<file path="config.mk">
export PLATFORM = sky130hd
export DESIGN_NAME = prescalar_bank
export DESIGN_NICKNAME = d
export VERILOG_FILES = /design/src/rtl/prescalar_bank.sv
export SDC_FILE = /design/constraint.sdc
export NUM_CORES = 1
export LEC_CHECK = 0
export ABC_AREA = 1
export BUFFER_PORTS_ARGS = -buffer_cell sky130_fd_sc_hd__buf_2
export CAP_MARGIN = 25
export CORE_MARGIN = 2
export CORE_UTILIZATION = 29
export CTS_BUF_LIST = sky130_fd_sc_hd__clkbuf_8
export CTS_CLUSTER_DIAMETER = 200
export DETAILED_ROUTE_END_ITERATION = 7
export HOLD_SLACK_MARGIN = 0.03
export PLACE_DENSITY_LB_ADDON = 0.08
export SYNTH_ARGS = -nofsm -noshare
export SYNTH_HDL_FRONTEND = slang
export SYNTH_SLANG_ARGS = --single-unit
</file>
<file path="constraint.sdc">
create_clock -name clock_in -period 7.8 [get_ports clock_in]
set_input_delay 1.17 -clock clock_in [delete_from_list [all_inputs] [get_ports clock_in]]
set_output_delay 1.17 -clock clock_in [all_outputs]
set_load 0.03 [all_outputs]
</file>
<file path="src/rtl/prescalar_bank.sv">
// prescalar_bank
//   Multi-channel programmable clock divider. Each channel produces a 50%-duty
//   divided clock with a runtime half-period and a one-cycle tick on every
//   rising edge. A channel can free-run, single-step one full period while
//   stopped, and be phase-aligned with the other running channels by a common
//   sync pulse.
//
// Ports
//   clock_in     in   system clock, rising edge
//   reset_n      in   asynchronous active-low reset
//   half_period  in   per-channel half-period H; ch k = [k*CNT_W +: CNT_W]
//   run          in   per-channel level; 1 = free-run
//   step         in   per-channel pulse; one output period while stopped
//   sync         in   pulse; restart the high phase of all running channels
//   clock_out    out  divided clocks, straight from flops
//   tick         out  one-cycle strobe on each rising edge of clock_out[k]
//   busy         out  1 while the channel is not stopped
//
// Per-channel FSM
//   state      | meaning
//   -----------+------------------------------------------------------------
//   ST_STOP    | idle, clock_out low, counter held at 0
//   ST_RUN     | free-running, toggles every E cycles
//   ST_STEP_HI | single step, high half of the one output period
//   ST_STEP_LO | single step, low half, then back to ST_STOP
module prescalar_bank #(
  parameter int NUM_CH = 3,
  parameter int CNT_W  = 25
) (
  input  logic                    clock_in,
  input  logic                    reset_n,
  input  logic [NUM_CH*CNT_W-1:0] half_period,
  input  logic [NUM_CH-1:0]       run,
  input  logic [NUM_CH-1:0]       step,
  input  logic                    sync,
  output logic [NUM_CH-1:0]       clock_out,
  output logic [NUM_CH-1:0]       tick,
  output logic [NUM_CH-1:0]       busy
);

  typedef enum logic [1:0] {
    ST_STOP    = 2'd0,
    ST_RUN     = 2'd1,
    ST_STEP_HI = 2'd2,
    ST_STEP_LO = 2'd3
  } state_t;

  localparam logic [CNT_W-1:0] CNT_ONE = CNT_W'(1);

  for (genvar g_ch = 0; g_ch < NUM_CH; g_ch++) begin : g_chan
    state_t           r_state;
    logic [CNT_W-1:0] r_cnt;
    logic [CNT_W-1:0] r_shadow;
    logic             r_out;
    logic             r_tick;
    logic             r_busy;

    logic [CNT_W-1:0] w_hp;
    logic [CNT_W-1:0] w_last_cnt;
    logic             w_last;

    assign w_hp = half_period[g_ch*CNT_W +: CNT_W];
    // A zero half-period behaves as one: the last count of a phase is E-1.
    assign w_last_cnt = (r_shadow == '0) ? '0 : (r_shadow - CNT_ONE);
    assign w_last     = (r_cnt == w_last_cnt);

    always_ff @(posedge clock_in or negedge reset_n) begin
      if (!reset_n) begin
        r_state  <= ST_STOP;
        r_cnt    <= '0;
        r_shadow <= '0;
        r_out    <= 1'b0;
        r_tick   <= 1'b0;
        r_busy   <= 1'b0;
      end else begin
        r_tick <= 1'b0;
        case (r_state)
          ST_STOP: begin
            r_cnt <= '0;
            r_out <= 1'b0;
            // run outranks step when both arrive together
            if (run[g_ch] || step[g_ch]) begin
              r_state  <= run[g_ch] ? ST_RUN : ST_STEP_HI;
              r_out    <= 1'b1;
              r_tick   <= 1'b1;
              r_shadow <= w_hp;
              r_busy   <= 1'b1;
            end
          end

          ST_RUN: begin
            if (sync && run[g_ch]) begin
              // sync outranks a toggle due in the same cycle
              r_cnt    <= '0;
              r_out    <= 1'b1;
              r_tick   <= 1'b1;
              r_shadow <= w_hp;
            end else if (!run[g_ch] && !r_out) begin
              // a low phase may be cut short; a high phase never is
              r_state <= ST_STOP;
              r_cnt   <= '0;
              r_busy  <= 1'b0;
            end else if (w_last) begin
              r_cnt    <= '0;
              r_shadow <= w_hp;
              if (r_out) begin
                r_out <= 1'b0;
                if (!run[g_ch]) begin
                  r_state <= ST_STOP;
                  r_busy  <= 1'b0;
                end
              end else begin
                r_out  <= 1'b1;
                r_tick <= 1'b1;
              end
            end else begin
              r_cnt <= r_cnt + CNT_ONE;
            end
          end

          ST_STEP_HI: begin
            if (w_last) begin
              r_state  <= ST_STEP_LO;
              r_cnt    <= '0;
              r_out    <= 1'b0;
              r_shadow <= w_hp;
            end else begin
              r_cnt <= r_cnt + CNT_ONE;
            end
          end

          ST_STEP_LO: begin
            if (w_last) begin
              r_state <= ST_STOP;
              r_cnt   <= '0;
              r_busy  <= 1'b0;
            end else begin
              r_cnt <= r_cnt + CNT_ONE;
            end
          end

          default: begin
            r_state <= ST_STOP;
            r_cnt   <= '0;
            r_out   <= 1'b0;
            r_busy  <= 1'b0;
          end
        endcase
      end
    end

    assign clock_out[g_ch] = r_out;
    assign tick[g_ch]      = r_tick;
    assign busy[g_ch]      = r_busy;
  end

endmodule
</file>
# == Word-level counts from Yosys, hierarchy flattened ==
# Index checks and enable logic that the tools add are counted.
# totals
inputBits,84
elab_cells,219
out_inout_bits,9
regBits,165
# op_classes
eq_ne,39
addsub,6
mux,114
reduce_logical,42
# ops
op,count
$mux W25,24
$pmux W25 S3,6
$add A25 B1 Y25 const B,3
$eq A25 B25 Y1,3
$logic_not A25 Y1,3
$sub A25 B1 Y25 const B,3
$mux W2,27
$mux W1,45
$ne A3 B3 Y1 const B,15
$reduce_and A7 Y1,6
$ne A2 B2 Y1 const B,12
$pmux W2 S4,3
$pmux W1 S3,6
$reduce_bool A3 Y1,6
$eq A2 B2 Y1 const B,6
$reduce_and A4 Y1,3
$reduce_and A3 Y1,3
$eq A2 B1 Y1 const B,3
$logic_and A1 B1 Y1,6
$logic_not A1 Y1,6
$logic_not A2 Y1,3
$pmux W1 S2,3
$reduce_or A2 Y1,3
$logic_or A1 B1 Y1,3

# == Depth between registers and ports, before layout ==
# depth
ltp_word,7
mapped_depth,22
ltp_nobuf,21

# == Least setup slack after synthesis ==
# No wires, ideal clock.
# synth_timing
path_kind,flip-flop to flip-flop
from,register g_chan[0].r_shadow[0]
to,register g_chan[0].r_state[1]
t_required_ns,7.683
period_less_slack_ns,2.595
n_path_buf,2
stages_incl_launch_ff,20
setup_ns,0.117
t_arrival_ns,2.478
setup_slack_ns,5.205
cell_sequence,dfrtp_1 > inv_1 > ha_1 > nand2_2 > nor2_4 > nand2_2 > inv_2 > nand2_2 > buf_6 > buf_6 > nand3_1 > nand2_1 > nor2_1 > nand4_1 > nor2_4 > nand3_4 > o21ai_1 > nand3_1 > nand2_1 > nand2_1
# synth_via
elab_chain_len,5
word_cells_on_any_way,8
cone_classes,add/sub: 1; eq/ne: 4; mux: 1; reduce/logical: 2
# synth_lines
element,line,text
"start, declared",53,logic [CNT_W-1:0] r_shadow;
"start signal, assigned",86,r_shadow <= w_hp;
"start signal, assigned",97,r_shadow <= w_hp;
"start signal, assigned",105,r_shadow <= w_hp;
$sub A25 B1 Y25 / $logic_not A25 Y1 (equally long branches),64,assign w_last_cnt = (r_shadow == '0) ? '0 : (r_shadow - CNT_ONE);
$mux W25 (*),64,
$eq A25 B25 Y1 (*),65,assign w_last = (r_cnt == w_last_cnt);
$ne A3 B3 Y1 (no line) / $ne A2 B2 Y1 (equally long branches),n/a,
$reduce_and A7 Y1 (no line) (*),n/a,
"end signal, assigned",83,r_state <= run[g_ch] ? ST_RUN : ST_STEP_HI;
"end, declared",51,state_t r_state;
# Mark *: on every way between the ends. The rest lies on a longest branch, timed or not.
# A chain may end at the register's enable or synchronous reset.

# == Worst setup path after layout ==
# layout_timing
from,register g_chan[1].r_shadow[0]
to,register g_chan[1].r_cnt[22]
# layout_via
elab_chain_len,7
word_cells_on_any_way,8
cone_classes,add/sub: 1; eq/ne: 1; mux: 5; reduce/logical: 1
# layout_lines
element,line,text
"start, declared",53,
"start signal, assigned",86,
"start signal, assigned",97,
"start signal, assigned",105,
$sub A25 B1 Y25 / $logic_not A25 Y1 (equally long branches),64,
$mux W25 (*),64,
$eq A25 B25 Y1 (*),65,
$mux W25 (*),"103, 122, 133",
$mux W25,98,end else if (!run[g_ch] && !r_out) begin
$mux W25,92,if (sync && run[g_ch]) begin
$pmux W25 S3 (*),77,case (r_state)
"end signal, assigned",117,r_cnt <= r_cnt + CNT_ONE;
"end signal, assigned",128,r_cnt <= r_cnt + CNT_ONE;
"end signal, assigned",138,r_cnt <= r_cnt + CNT_ONE;
"end, declared",52,logic [CNT_W-1:0] r_cnt;
# Marked as above.

==> flow_summary.json <==
{
  "status": "finished clean",
  "diodes": 0,
  "p_leak_nw": 7.642,
  "cts_setup_buffers": 0,
  "synth_seq_cells": 165,
  "final.setup_skew_ns": 0.01907,
  "rsz0062_at_grt": "no",
  "syn_area_sq_um": 14550,
  "cts.sinks": 165,
  "pin_count": 93,
  "tightest_slew_ns": 0.9827,
  "coreArea_sq_um": 49860,
  "synth_nets": 2507,
  "synth.most_common_cell": "nand2_1",
  "worst-path-max-fanout": 35,
  "num_vias": 15520,
  "critPathKind": "flop to flop",
  "yosys_warnings": 0,
  "dp_hpwl_mm": 38.38,
  "endpoint_kind": "flop",
  "drt_iter0_drc": 977,
  "dp_cells": 3082,
  "dp_slack_ns": 3.234,
  "drt-vias-per-instance": 4.982,
  "synthTopCellsByCount": "703 x nand2_1, 320 x nand3_1, 296 x inv_1",
  "syn_inst": 2399,
  "ctsResizeCount": 0,
  "hold_start": "g_chan[2].r_busy",
  "slowest_stage": "nand2_1",
  "grt_pass1_wl_mm": 83.07,
  "timing.hold.ws_ns": 0.4770,
  "drv_cap": 0,
  "synth_top_area_share": 0.2837,
  "cp.arrival_ns": 4.91,
  "hold_buffers": 0,
  "r2r_setup_slack_ns": 3.31,
  "synth-edff-count": 0,
  "startpoint": "g_chan[1].r_shadow[0]",
  "port_buffers": 92,
  "fin_cells": 3116,
  "avgSynthCellArea_sq_um": 6.066,
  "place.gp.congestion": 0.8954,
  "synth_ff_type": "dfrtp_1",
  "cts_buffer_depth": 2,
  "period_needed_ns": 4.492,
  "max_stage_delay_ns": 0.84,
  "cp_cell_sequence": "inv_1 -> ha_1 -> nand2_2 -> nor2_2 -> nand2_1 -> inv_2 -> nand2_4 -> nand3_1 -> nand2_1 -> nor2_1 -> nand2_1 -> nor2_1 -> nand2_1 -> nor2_4 -> nand2_2 -> nand2_1 -> nor3_1",
  "timing.rr.start": "g_chan[1].r_shadow[0]",
  "initial_core_util": 0.2918,
  "routedWlPerCell_microns": 16.45,
  "synth.distinct_cells": 42,
  "grt_pass1_vias": 15200,
  "synth_area_leaders": "dfrtp_1 28%, nand2_1 18%, nand3_1 11%",
  "htreeDepth": 4,
  "crit_end": "g_chan[1].r_cnt[22]",
  "finalInstanceArea_sq_um": 15930,
  "yosys.area.top_type": "dfrtp_1",
  "slew_headroom": 0.3432,
  "grt_max_degree": 64,
  "r2r_end": "g_chan[1].r_cnt[22]",
  "die_h_microns": 228.0,
  "drc": 0,
  "hold_path_class": "flop to flop",
  "drive_gt1_frac": 0.07079,
  "synthArstFlopShare": 1.000,
  "clock.fmax_ghz": 0.2226,
  "grt_usage": 0.1997,
  "place_area_sq_um": 15470,
  "cts-root-buf": "clkbuf_8",
  "critPathRequiredTime_ns": 8.22,
  "dieArea_sq_um": 51990,
  "r2r.worst_path.cells": 17,
  "start_kind": "flop",
  "clk_pin_slew_worst_paths_ns": 0.10,
  "antenna_found_initial": 1,
  "worst_ir_drop_vdd_mv": 0.2588,
  "fin_ws_ns": 3.308,
  "yosysSeqAreaShare": 0.2837,
  "post-route-period-util": 0.5759,
  "drt-total-wl_mm": 51.25,
  "die_w_microns": 228.0,
  "ant_nets": 0,
  "utilization": 0.3194,
  "crit_path_frequent_cell": "nand2_1",
  "rows": 82,
  "drtPass1Iterations": 8,
  "powerDensity_nw_per_um2": 339.3,
  "finalHoldViolCount": 0,
  "final_nets": 2539,
  "nFillCells": 5691,
  "cts_buffers": 17,
  "maxSlewViolCount": 0,
  "tns_ns": 0,
  "tritoncts": "built",
  "setup_violations": 0,
  "total_power_mw": 5.403,
  "clock_latency_ns": 0.57,
  "syn2layout_area_growth_pct": 9.441,
  "overflow": 0
}
-- metal layers --
metal  part of all wire  track usage  wire, microns  vias to the layer above
met2               0.48       0.3406          24590                      295
met5                  0            0              0                        -
met3              0.036      0.02913           1832                       54
met1               0.47       0.2600          23930                     7317
li1                   -            -              -                     7858
met4              0.017      0.06168            896                        0
-- worst min-delay path by stage --
| stage | endpoint | slack [ns] | depth (start not counted) |
|---|---|---|---|
| 2_1_floorplan | g_chan[1].r_busy | 0.44 | 2 |
| 3_3_place_gp | g_chan[0].r_busy | 0.45 | 2 |
| 3_5_place_dp | g_chan[2].r_busy | 0.46 | 2 |
| 4_1_cts | g_chan[2].r_busy | 0.48 | 2 |
| 5_1_grt | g_chan[0].r_busy | 0.51 | 2 |
| 6_report | g_chan[2].r_busy | 0.48 | 2 |
-- cells by family after synthesis --
family / Yosys count / share of synthesized area
and+or+nand+nor: 1534 / 0.4660
adders and majority gates: 24 / 0.02064
buffers and inverters: 392 / 0.1106
DFF: 165 / 0.2837
xor gates and xnor gates: 43 / 0.02588
AOI/OAI and AO/OA: 241 / 0.09321
-- power by group --
group          internal, mW  switching (mW)
sequential             1.11           0.335
combinational          1.04            2.21
clock                 0.304           0.399
-- state kept, by name, summed over array words and instances, names as in the netlist --
name	flops
g_chan.r_cnt	75
g_chan.r_shadow	75
g_chan.r_state	6
g_chan.r_busy	3
g_chan.r_out	3
g_chan.r_tick	3
-- cells in the final DEF (no fill, tap or decap), types with 4 or more instances in the layout --
| cell type | Yosys | final |
|---|---|---|
| inv_1 | 296 | 296 |
| nor3b_1 | 11 | 11 |
| nor2_2 | 12 | 13 |
| a21boi_0 | 25 | 25 |
| clkinvlp_4 | 0 | 4 |
| a21boi_1 | 20 | 20 |
| o21ai_0 | 55 | 55 |
| nand2_1 | 703 | 703 |
| clkbuf_8 | 0 | 19 |
| xor2_1 | 42 | 42 |
| nand3b_1 | 21 | 21 |
| dfrtp_1 | 165 | 165 |
| buf_4 | 12 | 11 |
| nand3_1 | 320 | 320 |
| a21oi_1 | 123 | 123 |
| nor3_1 | 40 | 40 |
| ha_1 | 24 | 23 |
| nor4_1 | 8 | 8 |
| buf_2 | 32 | 91 |
| nor2_1 | 279 | 278 |
| nor2_4 | 6 | 6 |
| nand4_1 | 120 | 120 |
| nand2_2 | 6 | 6 |
-- critical path: cells and delay by family, from the launching register on --
kind,cells,cell delay [ns]
adder cells (fa/ha/maj),1,0.27
buffers and inverters,2,0.25
flip-flops,1,0.39
AND/OR/NAND/NOR,14,3.40
-- cell type report --
class                   instances  area (sq um)  share of cell area
clock buffers                  19         261.5             0.01642
clock inverters                13         146.4            0.009192
inverters                     300          1126             0.07071
multi-input cells            1842          8830              0.5544
flip-flops and latches        165          4129              0.2593
well taps                     672         840.8             0.05280
repair buffers                105         591.8             0.03716
No activity file was read; power rests on OpenSTA's default activity.
